===== src/rtl/imm_gen_pkg.sv =====
// Shared types and constants for the pipelined RV32I/RV64I immediate generator.
// Opcode-to-format classification lives here so every decoder agrees on it.
package imm_gen_pkg;

    typedef enum logic [2:0] {
        FMT_R   = 3'd0,
        FMT_I   = 3'd1,
        FMT_S   = 3'd2,
        FMT_B   = 3'd3,
        FMT_U   = 3'd4,
        FMT_J   = 3'd5,
        FMT_UNK = 3'd7
    } fmt_e;

    localparam logic [6:0] OP_LOAD   = 7'b0000011;
    localparam logic [6:0] OP_IMM    = 7'b0010011;
    localparam logic [6:0] OP_JALR   = 7'b1100111;
    localparam logic [6:0] OP_SYSTEM = 7'b1110011;
    localparam logic [6:0] OP_FENCE  = 7'b0001111;
    localparam logic [6:0] OP_STORE  = 7'b0100011;
    localparam logic [6:0] OP_BRANCH = 7'b1100011;
    localparam logic [6:0] OP_LUI    = 7'b0110111;
    localparam logic [6:0] OP_AUIPC  = 7'b0010111;
    localparam logic [6:0] OP_JAL    = 7'b1101111;
    localparam logic [6:0] OP_REG    = 7'b0110011;

    typedef enum logic [1:0] {
        ST_EMPTY = 2'd0,
        ST_FULL  = 2'd1,
        ST_SKID  = 2'd2
    } skid_state_e;

    function automatic fmt_e opcode_fmt(input logic [6:0] opcode);
        fmt_e f;
        case (opcode)
            OP_LOAD, OP_IMM, OP_JALR, OP_SYSTEM, OP_FENCE: f = FMT_I;
            OP_STORE:                                      f = FMT_S;
            OP_BRANCH:                                     f = FMT_B;
            OP_LUI, OP_AUIPC:                              f = FMT_U;
            OP_JAL:                                        f = FMT_J;
            OP_REG:                                        f = FMT_R;
            default:                                       f = FMT_UNK;
        endcase
        return f;
    endfunction

endpackage


===== src/rtl/imm_decode.sv =====
// Combinational instruction-word to {format, sign-extended immediate} decoder.
// R-format and unknown opcodes yield a zero immediate.
module imm_decode
    import imm_gen_pkg::*;
#(
    parameter int XLEN = 32
) (
    input  logic [31:0]     instr,
    output fmt_e            fmt,
    output logic [XLEN-1:0] imm
);

    logic [31:0] imm32_s;

    // Assemble the 32-bit immediate, then sign-extend it to XLEN.
    always_comb begin
        fmt     = opcode_fmt(instr[6:0]);
        imm32_s = 32'd0;
        case (fmt)
            FMT_I:   imm32_s = {{20{instr[31]}}, instr[31:20]};
            FMT_S:   imm32_s = {{20{instr[31]}}, instr[31:25], instr[11:7]};
            FMT_B:   imm32_s = {{19{instr[31]}}, instr[31], instr[7], instr[30:25],
                                instr[11:8], 1'b0};
            FMT_U:   imm32_s = {instr[31:12], 12'd0};
            FMT_J:   imm32_s = {{11{instr[31]}}, instr[31], instr[19:12], instr[20],
                                instr[30:21], 1'b0};
            default: imm32_s = 32'd0;
        endcase
        imm = XLEN'($signed(imm32_s));
    end

endmodule


===== src/rtl/imm_gen_pipe.sv =====
// Pipelined immediate generator: input-side decode feeding a two-entry skid buffer
// with registered in_ready. Define IMM_GEN_ILLEGAL_EN to add the out_illegal flag.
module imm_gen_pipe
    import imm_gen_pkg::*;
#(
    parameter int XLEN = 32
) (
    input  logic            clk,
    input  logic            rst_n,
    input  logic            in_valid,
    output logic            in_ready,
    input  logic [31:0]     in_instr,
    output logic            out_valid,
    input  logic            out_ready,
    output logic [XLEN-1:0] out_imm,
    output logic [2:0]      out_fmt,
    output logic [31:0]     out_instr
`ifdef IMM_GEN_ILLEGAL_EN
    ,
    output logic            out_illegal
`endif
);

    fmt_e            dec_fmt_s;
    logic [XLEN-1:0] dec_imm_s;
    logic            accept_s;
    logic            take_s;

    skid_state_e     state_r;
    logic            in_ready_r;
    logic            out_valid_r;
    logic [31:0]     m_instr_r;
    fmt_e            m_fmt_r;
    logic [XLEN-1:0] m_imm_r;
    logic [31:0]     k_instr_r;
    fmt_e            k_fmt_r;
    logic [XLEN-1:0] k_imm_r;
`ifdef IMM_GEN_ILLEGAL_EN
    logic            dec_ill_s;
    logic            m_ill_r;
    logic            k_ill_r;

    assign dec_ill_s   = (dec_fmt_s == FMT_UNK);
    assign out_illegal = m_ill_r;
`endif

    imm_decode #(.XLEN(XLEN)) u_decode (
        .instr (in_instr),
        .fmt   (dec_fmt_s),
        .imm   (dec_imm_s)
    );

    assign accept_s  = in_valid & in_ready_r;
    assign take_s    = out_valid_r & out_ready;

    assign in_ready  = in_ready_r;
    assign out_valid = out_valid_r;
    assign out_imm   = m_imm_r;
    assign out_fmt   = m_fmt_r;
    assign out_instr = m_instr_r;

    // Skid FSM: M always drives the outputs, K only holds the word caught while stalled.
    always_ff @(posedge clk) begin
        if (!rst_n) begin
            state_r     <= ST_EMPTY;
            in_ready_r  <= 1'b0;
            out_valid_r <= 1'b0;
            m_instr_r   <= 32'd0;
            m_fmt_r     <= FMT_R;
            m_imm_r     <= '0;
            k_instr_r   <= 32'd0;
            k_fmt_r     <= FMT_R;
            k_imm_r     <= '0;
`ifdef IMM_GEN_ILLEGAL_EN
            m_ill_r     <= 1'b0;
            k_ill_r     <= 1'b0;
`endif
        end else begin
            case (state_r)
                ST_EMPTY: begin
                    in_ready_r <= 1'b1;
                    if (accept_s) begin
                        m_instr_r   <= in_instr;
                        m_fmt_r     <= dec_fmt_s;
                        m_imm_r     <= dec_imm_s;
`ifdef IMM_GEN_ILLEGAL_EN
                        m_ill_r     <= dec_ill_s;
`endif
                        out_valid_r <= 1'b1;
                        state_r     <= ST_FULL;
                    end else begin
                        out_valid_r <= 1'b0;
                        state_r     <= ST_EMPTY;
                    end
                end
                ST_FULL: begin
                    if (take_s && accept_s) begin
                        m_instr_r <= in_instr;
                        m_fmt_r   <= dec_fmt_s;
                        m_imm_r   <= dec_imm_s;
`ifdef IMM_GEN_ILLEGAL_EN
                        m_ill_r   <= dec_ill_s;
`endif
                        state_r   <= ST_FULL;
                    end else if (take_s) begin
                        out_valid_r <= 1'b0;
                        state_r     <= ST_EMPTY;
                    end else if (accept_s) begin
                        k_instr_r  <= in_instr;
                        k_fmt_r    <= dec_fmt_s;
                        k_imm_r    <= dec_imm_s;
`ifdef IMM_GEN_ILLEGAL_EN
                        k_ill_r    <= dec_ill_s;
`endif
                        in_ready_r <= 1'b0;
                        state_r    <= ST_SKID;
                    end else begin
                        state_r <= ST_FULL;
                    end
                end
                ST_SKID: begin
                    if (take_s) begin
                        m_instr_r  <= k_instr_r;
                        m_fmt_r    <= k_fmt_r;
                        m_imm_r    <= k_imm_r;
`ifdef IMM_GEN_ILLEGAL_EN
                        m_ill_r    <= k_ill_r;
`endif
                        in_ready_r <= 1'b1;
                        state_r    <= ST_FULL;
                    end else begin
                        state_r <= ST_SKID;
                    end
                end
                default: begin
                    in_ready_r  <= 1'b1;
                    out_valid_r <= 1'b0;
                    state_r     <= ST_EMPTY;
                end
            endcase
        end
    end

endmodule


===== config.mk =====
export PLATFORM = sky130hd
export DESIGN_NAME = imm_gen_pipe
export DESIGN_NICKNAME = d
export VERILOG_FILES = /design/src/rtl/imm_gen_pkg.sv /design/src/rtl/imm_decode.sv /design/src/rtl/imm_gen_pipe.sv
export SDC_FILE = /design/constraint.sdc
export NUM_CORES = 1
export LEC_CHECK = 0
export BUFFER_PORTS_ARGS = -buffer_cell sky130_fd_sc_hd__clkbuf_2
export CELL_PAD_IN_SITES_DETAIL_PLACEMENT = 1
export CELL_PAD_IN_SITES_GLOBAL_PLACEMENT = 2
export CORE_UTILIZATION = 32
export CTS_CLUSTER_DIAMETER = 100
export DETAILED_ROUTE_END_ITERATION = 8
export PLACE_DENSITY = 0.81
export REMOVE_ABC_BUFFERS = 1
export SLEW_MARGIN = 20
export SYNTH_ARGS = -nofsm -noshare
export SYNTH_HDL_FRONTEND = slang
export SYNTH_SLANG_ARGS = --single-unit
export TNS_END_PERCENT = 20

===== constraint.sdc =====
create_clock -name clk -period 2 [get_ports clk]
set_input_delay 0.1 -clock clk [delete_from_list [all_inputs] [get_ports clk]]
set_output_delay 0.1 -clock clk [all_outputs]
set_load 0.03 [all_outputs]

==> results.yml <==
pwr:
  p_leak_nw: 3.03
  power_density_nw_per_um2: 944
  irDropWorstVdd_v: 0.000589
  total_power_mw: 7.28
worst_hold_path:
  hold_path_end: "k_instr_r[29]$_SDFFE_PN0P_"
  hold_path.startpoint: "in_instr[29]"
  hold_path.class: "input port to flop"
  min_path_cells: 3
worst_setup_path:
  r2r_start: "in_ready$_SDFFE_PN0P_"
  cpLargestDelayFamily: "compound AO/OA/AOI/OAI gates"
  slowest_delay_ns: 0.39
  crit_chain: "and2_4 -> ha_1 -> nand2_1 -> a21o_1 -> buf_4 -> a211oi_4 -> a211oi_1"
  reg2reg_to: "out_imm[13]$_SDFFE_PN0P_"
  start_kind: "flop"
  cp_num_buf_inv: 1
  crit_fanout: 8
  rr_worst_depth: 7
  crit_type: "flop to flop"
  endpoint_kind: "flop"
  crit_arrival_ns: 2.20
  reg2reg_slack_ns: 0.09
  crit_slowest_cell: "dfxtp_1"
  required_ns: 2.29
layout:
  fin_nets: 895
  syn_to_final_growth_pct: 30.4
  fill_cells: 2151
  n_antenna_cell: 0
  drive_above_1_share_pct: 22.2
clock_tree:
  cts_sinks: 138
  cts_made_buffers: 17
  clk_latency_ns: 0.43
  cts_max_path_buffers: 2
  cts_root_buffer: "clkbuf_16"
  cts_tree: "built"
  cts_max_level: 4
  clkTransAtPathRegs_ns: 0.06
global_routing:
  grt_pass1_wl_microns: 32800
  grt_overflow: 0
  grt_max_degree: 41
  grt_usage_pct: 21.5
  grt_antenna_before_repair: 0
  grt_pass1_vias: 6293
timing:
  skew_ns: 0.00953
  maxSlewViolCount: 0
  fin_ws_ns: 0.0909
  relSlewSlack_pct: 65.9
  min_period_over_period_pct: 95.5
  worst_pin_slew_ns: 0.511
  min_period_ns: 1.91
  hold_viol: 0
  rsz0062_at_grt: "yes"
  setup-violations-final: 0
  clock.fmax_ghz: 0.524
job:
  maxCapViolCount: 0
logic_synthesis:
  avgSynthCellArea_sq_um: 8.00
  synth_seq_area_share_pct: 46.7
  synth_edf_count: 0
  synthArstFlopShare_pct: 0
  synthFlopType: "dfxtp_1"
  ys_types: 54
  syn_inst: 740
  ys_warn_count: 0
  synth_area_sq_um: 5920
  ys_ff_latch: 138
status:
  status: "completed"
route:
  vias: 5935
  routedWlPerCell_microns: 18.6
  drc_errors: 0
  drtPass1Iterations: 4
  drtIter0Drc: 341
  ant_nets: 0
  wl_microns: 20400
  via_per_inst: 5.40
place:
  numPortBuffers: 104
  dp_slack_ns: -0.0245
  hpwl_microns: 13500
  place_congestion: 0.831
die:
  die_w_microns: 138
  initial_core_util_pct: 32.8
  core_sq_um: 18000
  fp.dieH_microns: 138
  die-area_sq_um: 19000
  row_count: 49
  ios: 105
-- Yosys cell counts (all sizes together) (3+ instances only) --
cell	number	share of area (%)
a211oi	12	1.8
a21oi	82	6.9
a221oi	6	0.89
a22oi	18	2.3
a311oi	33	5.2
a31oi	3	0.32
and2	4	0.42
and3	4	0.42
buf	28	2.3
clkbuf	37	2.3
dfxtp	138	47
inv	3	0.19
nand2	190	12
nand2b	5	0.53
nand3	4	0.42
nand3b	4	0.51
nand4	8	0.85
nor2	52	3.4
nor2b	5	0.53
nor3	9	0.76
o21ai	48	4.1
o221ai	5	0.74
o2bb2ai	11	1.6
-- placed cells by master (no fill, tap or decap), types with 4 or more instances in the layout --
master and n:
nand2_1 189, dfxtp_1 138, clkbuf_2 104, a21oi_1 81, nor2_1 49, o21ai_0 47
a311oi_1 31, buf_4 30, dlygate4sd3_1 21, clkbuf_16 19, a22oi_1 18, o2bb2ai_1 11
a211oi_1 10, nor3_1 9, nand4_1 8, a221oi_1 6, buf_12 6, nand2b_1 5
o221ai_1 5, clkinvlp_4 5, nor2b_1 4, nand3b_1 4
-- worst register-to-register path, stage by stage, from the launching register on --
cell      delay [ns]
dfxtp_1         0.39
and2_4          0.19
ha_1            0.19
nand2_1         0.10
a21o_1          0.22
buf_4           0.15
a211oi_4        0.38
a211oi_1        0.15
-- power breakdown --
| part | total, mW | switching [mW] | internal [mW] |
|---|---|---|---|
| registers | 2.98 | 0.0862 | 2.89 |
| logic | 1.04 | 0.684 | 0.352 |
| clock network | 3.27 | 1.27 | 2.00 |
| total | 7.28 | 2.04 | 5.24 |
-- timing repair --
action                                  in CTS  in global routing
pin swaps                                    0                  2
setup buffers                                0                  2
gates cloned                                 0                  2
endpoints found under the setup margin       1                 49
gates resized for setup                      1                  5
hold buffers                                21                  0
endpoints found under the hold margin       56                  0
-- routing by layer --
layer  part of all wire [%]  vias up  GRT usage (%)
li1                       -     2850              -
met1                     46     2946           26.5
met2                     49      117           37.4
met3                    3.2       22           3.81
met4                    1.2        0           7.98
met5                      0        -              0
-- registers in the layout, summed over array words and instances (netlist names) --
| name | count |
|---|---|
| in_ready | 1 |
| state_r | 2 |
| out_instr | 32 |
| k_fmt_r | 3 |
| k_imm_r | 32 |
| out_imm | 32 |
| out_fmt | 3 |
| k_instr_r | 32 |
| out_valid | 1 |
-- cell type report --
type	count	area, sq um	area share (%)
Multi-Input combinational cell	534	2920	37.8
Sequential cell	138	2760	35.8
Timing Repair Buffer	163	1130	14.6
Clock buffer	19	443	5.74
Tap cell	229	287	3.71
Clock inverter	13	170	2.21
Inverter	3	11.3	0.146
-- cells by family (layout without fill, tap and decap cells) --
family	Yosys count	after routing	share of synthesized area [%]
multiplexers	2	2	0.359
flip-flops	138	138	46.7
buffers and inverters	68	198	4.84
AO/OA/AOI/OAI	231	231	25.7
AND/OR/NAND/NOR	298	298	21.9
adder cells (fa/ha/maj)	2	2	0.423
XOR/XNOR	1	1	0.148
-- per-stage QoR --
step	std cells	instance area (sq um)	TNS [ns]	hold slack, ns	util (%)
2_1_floorplan	675	5640	-87.25	0.222	-
3_5_place_dp	1042	6790	-0.0245	0.366	37.7
4_1_cts	1095	7620	0	0.00447	42.3
3_3_place_gp	1042	6790	0	0.356	37.7
6_report	1099	7720	0	0.0134	42.8
5_1_grt	1099	7720	-0.00420	0.0270	42.8
-- how the worst max path moves through the flow --
| stage | start | end | slack [ns] | depth (start not counted) |
|---|---|---|---|---|
| after detailed placement | in_ready$_SDFFE_PN0P_ | out_fmt[2]$_SDFFE_PN0P_ | -0.02 | 7 |
| after CTS | in_ready$_SDFFE_PN0P_ | out_instr[20]$_SDFFE_PN0P_ | 0.01 | 8 |
| after global routing | in_ready$_SDFFE_PN0P_ | out_imm[15]$_SDFFE_PN0P_ | -0.004 | 7 |
| after global placement | in_ready$_SDFFE_PN0P_ | out_fmt[2]$_SDFFE_PN0P_ | 0.1 | 7 |
| final | in_ready$_SDFFE_PN0P_ | out_imm[13]$_SDFFE_PN0P_ | 0.09 | 7 |
| after floorplan | out_valid$_SDFFE_PN0P_ | out_imm[11]$_SDFFE_PN0P_ | -1.06 | 4 |
No activity file was read; power rests on OpenSTA's default activity.
